## src/rtl/udp_port_filter.sv

```systemverilog
// Filters an upstream UDP beat stream down to one destination port and a payload length window,
// forwarding admitted packets through a single-entry output register and counting the decisions.
module udp_port_filter #(
  parameter logic [15:0] LISTEN_PORT = 16'd6000,
  parameter logic [15:0] MIN_LEN     = 16'd4,
  parameter logic [15:0] MAX_LEN     = 16'd1472
) (
  input  logic        clock,
  input  logic        reset,
  input  logic        udp_source_valid,
  input  logic        udp_source_last,
  output logic        udp_source_ready,
  input  logic [15:0] udp_source_src_port,
  input  logic [15:0] udp_source_dst_port,
  input  logic [31:0] udp_source_ip_address,
  input  logic [15:0] udp_source_length,
  input  logic [31:0] udp_source_data,
  input  logic [3:0]  udp_source_error,
  output logic        udp_out_valid,
  output logic        udp_out_last,
  input  logic        udp_out_ready,
  output logic [15:0] udp_out_src_port,
  output logic [15:0] udp_out_dst_port,
  output logic [31:0] udp_out_ip_address,
  output logic [15:0] udp_out_length,
  output logic [31:0] udp_out_data,
  output logic [3:0]  udp_out_error,
  input  logic        enable,
  input  logic        stats_clear,
  output logic [15:0] accept_count,
  output logic [15:0] drop_count,
  output logic [1:0]  fsm_state
);

  typedef enum logic [1:0] {IDLE = 2'd0, PASS = 2'd1, DROP = 2'd2} state_t;

  state_t state;
  logic   src_xfer;
  logic   out_xfer;
  logic   match;
  logic   first_xfer;
  logic   load;

  assign fsm_state = state;

  // Handshake: a beat moves when valid && ready on the same rising edge; valid never waits on ready.
  // DROP swallows beats regardless of the output side; otherwise the output register must be free
  // or draining this cycle.
  always_comb begin
    udp_source_ready = 1'b0;
    if (!reset) begin
      if (state == DROP) udp_source_ready = 1'b1;
      else               udp_source_ready = !udp_out_valid || udp_out_ready;
    end
  end

  assign src_xfer   = udp_source_valid && udp_source_ready;
  assign out_xfer   = udp_out_valid && udp_out_ready;
  assign match      = enable && (udp_source_dst_port == LISTEN_PORT) &&
                      (udp_source_length >= MIN_LEN) && (udp_source_length <= MAX_LEN) &&
                      (udp_source_error == 4'h0);
  assign first_xfer = src_xfer && (state == IDLE);
  assign load       = src_xfer && ((state == PASS) || ((state == IDLE) && match));

  always_ff @(posedge clock) begin
    if (reset) begin
      state              <= IDLE;
      udp_out_valid      <= 1'b0;
      udp_out_last       <= 1'b0;
      udp_out_src_port   <= 16'd0;
      udp_out_dst_port   <= 16'd0;
      udp_out_ip_address <= 32'd0;
      udp_out_length     <= 16'd0;
      udp_out_data       <= 32'd0;
      udp_out_error      <= 4'd0;
      accept_count       <= 16'd0;
      drop_count         <= 16'd0;
    end else begin
      case (state)
        IDLE: if (src_xfer && !udp_source_last) state <= match ? PASS : DROP;
        PASS: if (src_xfer && udp_source_last) state <= IDLE;
        DROP: if (src_xfer && udp_source_last) state <= IDLE;
        default: state <= IDLE;
      endcase

      if (load) begin
        udp_out_valid      <= 1'b1;
        udp_out_last       <= udp_source_last;
        udp_out_src_port   <= udp_source_src_port;
        udp_out_dst_port   <= udp_source_dst_port;
        udp_out_ip_address <= udp_source_ip_address;
        udp_out_length     <= udp_source_length;
        udp_out_data       <= udp_source_data;
        udp_out_error      <= udp_source_error;
      end else if (out_xfer) begin
        udp_out_valid <= 1'b0;
      end

      // Clear has priority over an increment landing in the same cycle.
      if (stats_clear) begin
        accept_count <= 16'd0;
        drop_count   <= 16'd0;
      end else if (first_xfer) begin
        if (match && (accept_count != 16'hFFFF)) accept_count <= accept_count + 16'd1;
        if (!match && (drop_count != 16'hFFFF))  drop_count   <= drop_count + 16'd1;
      end
    end
  end

endmodule

```

## config.mk

```make
export PLATFORM = sky130hd
export DESIGN_NAME = udp_port_filter
export DESIGN_NICKNAME = d
export VERILOG_FILES = /design/src/rtl/udp_port_filter.sv
export SDC_FILE = /design/constraint.sdc
export NUM_CORES = 1
export LEC_CHECK = 0
export ABC_CLOCK_PERIOD_IN_PS = 2300
export BUFFER_PORTS_ARGS = -buffer_cell sky130_fd_sc_hd__buf_4
export CORE_ASPECT_RATIO = 1.5
export CORE_MARGIN = 3
export CORE_UTILIZATION = 40
export CTS_CLUSTER_DIAMETER = 40
export DETAILED_ROUTE_END_ITERATION = 10
export PLACE_DENSITY_LB_ADDON = 0.15
export SLEW_MARGIN = 20
export SYNTH_ARGS = -nofsm -noshare
export SYNTH_HDL_FRONTEND = slang
export SYNTH_SLANG_ARGS = --single-unit
```

## constraint.sdc

```tcl
create_clock -name clock -period 2.3 [get_ports clock]
set_clock_uncertainty 0.1 [all_clocks]
set_input_delay 0 -clock clock [delete_from_list [all_inputs] [get_ports clock]]
set_output_delay 0 -clock clock [all_outputs]
set_load 0.005 [all_outputs]
```

==> flow_metrics.tcl <==
set metrics [dict create \
    initial_core_util_pct 41.37 \
    drc 0 \
    grt_pass1_vias 7587 \
    syn_avg_cell_area_um2 8.524 \
    io_pins 276 \
    multi_input_area_mm2 0.003028 \
    synth_top_area_share_pct 44.85 \
    p_leak_uw 0.004890 \
    chipWidth_um 112.3 \
    diodes 0 \
    dieArea_mm2 0.01859 \
    tightest_slew_ns 0.7747 \
    crit_path_end_kind "register" \
    critPathMaxStageDelay_ns 0.55 \
    wl_per_cell_um 17.70 \
    post-dp-hpwl_mm 15.08 \
    syn-cell-area_mm2 0.006785 \
    status "completed" \
    cts.htree.levels 4 \
    clk_latency_ns 0.41 \
    ys_seq_area_share_pct 44.85 \
    grt_pass1_wl_mm 38.39 \
    period_needed_ns 2.218 \
    wirelength_mm 24.62 \
    drv_cap 0 \
    clkSlewWorstSetupHoldPaths_ns 0.07 \
    synth_cells 796 \
    power_density_mw_per_mm2 572.9 \
    ir_drop_mv 0.3910 \
    worst_slack_ns 0.08178 \
    ys_warn_count 0 \
    cts_tree "built" \
    pre_cts_ws_ns -0.06353 \
    required_ns 2.48 \
    yosys.area.top_type "dfxtp_1" \
    startpoint_type "primary input" \
    die_h_um 165.5 \
    antenna_left 0 \
    path_max_fanout 97 \
    worst_ep_arrival_time_ns 2.39 \
    cts_buffers 17 \
    nets 1301 \
    critPathKind "in2reg" \
    gp_congestion 0.8600 \
    finalHoldViolations 0 \
    clock-sinks 152 \
    rows 57 \
    cp_slowest_cell "dlygate4sd3_1" \
    setup_violations 0 \
    clk_path_buf_depth 2 \
    drive_gt1_share_pct 30.38 \
    vias_per_cell 5.538 \
    slew_violations 0 \
    synth-seq-cells 152 \
    grt_antenna_before_repair 0 \
    grt.overflow.total 0 \
    crit_chain "dlygate4sd3_1 -> buf_4 -> nor4_1 -> a211oi_2 -> or3_4 -> buf_12 -> o2111ai_1 -> o21ai_0" \
    root_buffer "clkbuf_16" \
    drt_iter0_drc 671 \
    track_usage_pct 25.04 \
    grt_setup_unrepaired "true" \
    area_growth_syn_to_layout_pct 64.48 \
    num_vias 7704 \
    synth-edff-count 0 \
    n_fill_cell 1302 \
    yosysUniqueCellTypes 43 \
    post-route-period-util_pct 96.44 \
    ys.flop_type "dfxtp_1" \
    io_buffers 275 \
    grt_max_degree 98 \
    regArea_mm2 0.003043 \
    fmax_ghz 0.4508 \
    synth_async_sr_flop_share_pct 0 \
    cp.buffers_inverters 3 \
    min_path_type "in2reg" \
    ys_top_cells_by_count "dfxtp_1 (152), inv_1 (127), o2111ai_1 (118), o21ai_0 (103), clkbuf_1 (53)" \
    synth_nets 924 \
    firstDrtPassIters 5 \
    cp_top_family "buffers and inverters" \
    synth_most_common_cell "dfxtp_1" \
    ys_top_cells_by_area "dfxtp_1 (45%), o2111ai_1 (15%), o21ai_0 (7.6%)" \
    tns_ns 0 \
    slew_headroom_pct 48.35 \
    core-area_mm2 0.01640 \
]
-- tightest hold or removal path: stages --
cell	delay [ns]
buf_4	0.12
nand2_1	0.09
or3_4	0.14
o31ai_1	0.08
a21oi_1	0.10
-- cells in the final DEF (no fill, tap or decap), types with 17 or more instances in the layout --
cell           instances
inv_1                126
clkbuf_16             18
buf_4                300
dfxtp_1              152
o21ai_1               20
o2111ai_1            118
o31ai_1               17
nand4_1               21
nand2_1               18
a21oi_1               21
dlygate4sd3_1        121
o21ai_0              103
-- repair_timing --
item                       4_1_cts  5_1_grt
buffers inserted                 0        3
hold buffers                   121        0
hold endpoints to repair       129        0
gates resized for setup          0       10
setup endpoints to repair        0      129
-- flip-flops by register name, indices dropped and copies added, names as in the netlist --
signal / cells
udp_out_length: 16
udp_out_ip_address: 32
udp_out_dst_port: 16
drop_count: 16
udp_out_valid: 1
accept_count: 16
udp_out_data: 32
fsm_state: 2
udp_out_last: 1
udp_out_error: 4
udp_out_src_port: 16
-- layer usage --
metal	GRT usage [%]	vias up	routed length, µm
met1	28.66	3598	9546
met3	7.656	53	1780
met4	10.72	0	891
met5	0	-	0
li1	-	3728	-
met2	43.22	325	12410
-- power breakdown --
| group | total (µW) | switching [µW] | internal (µW) |
|---|---|---|---|
| registers | 2650 | 5.70 | 2640 |
| clock network | 3030 | 1100 | 1930 |
| logic | 724 | 343 | 381 |
| total | 6390 | 1450 | 4950 |
-- final cells by class --
| class | instances | share of cell area (%) |
|---|---|---|
| multi-input combinational | 441 | 27.13 |
| inverter | 127 | 4.283 |
| timing repair buffer | 434 | 33.33 |
| clock buffer | 20 | 3.913 |
| sequential | 152 | 27.26 |
| clock inverter | 11 | 1.771 |
| tap | 206 | 2.309 |
-- per-stage QoR --
stage                     total power (µW)  hold slack [ns]  util (%)  std cells  cell area (µm²)
after floorplan                       2932          0.03827         -        796             6785
after global placement                3233           0.1409     56.07       1234             9198
after detailed placement              3234           0.1498     56.07       1234             9198
after CTS                             6425          0.06865     67.32       1386            11040
after global routing                  6618          0.09098     68.04       1391            11160
final                                 6394          0.05645     68.04       1391            11160
-- path summary, 6_finish.rpt --
path / endpoint / from / slack, ns / cells past startpoint
setup reg to reg: udp_out_ip_address[14]$_SDFFE_PP0P_ / fsm_state[0]$_SDFFE_PP0P_ / 0.15 / 9
hold / removal: drop_count[12]$_SDFFE_PP0P_ / udp_source_valid / 0.06 / 5
setup / recovery: udp_out_ip_address[31]$_SDFFE_PP0P_ / udp_source_length[0] / 0.08 / 8
hold reg to reg: udp_out_dst_port[13]$_SDFFE_PP0P_ / udp_out_dst_port[13]$_SDFFE_PP0P_ / 0.37 / 2
-- kinds of logic after synthesis --
| logic type | after synthesis | share of synthesized area, % |
|---|---|---|
| AND/OR/NAND/NOR | 133 | 11.60 |
| flip-flops | 152 | 44.85 |
| multiplexers | 6 | 0.8852 |
| adder cells (fa/ha/maj) | 5 | 0.9220 |
| AO/OA/AOI/OAI | 296 | 29.93 |
| buffers and inverters | 204 | 11.82 |
(Power assumes the default switching activity.)
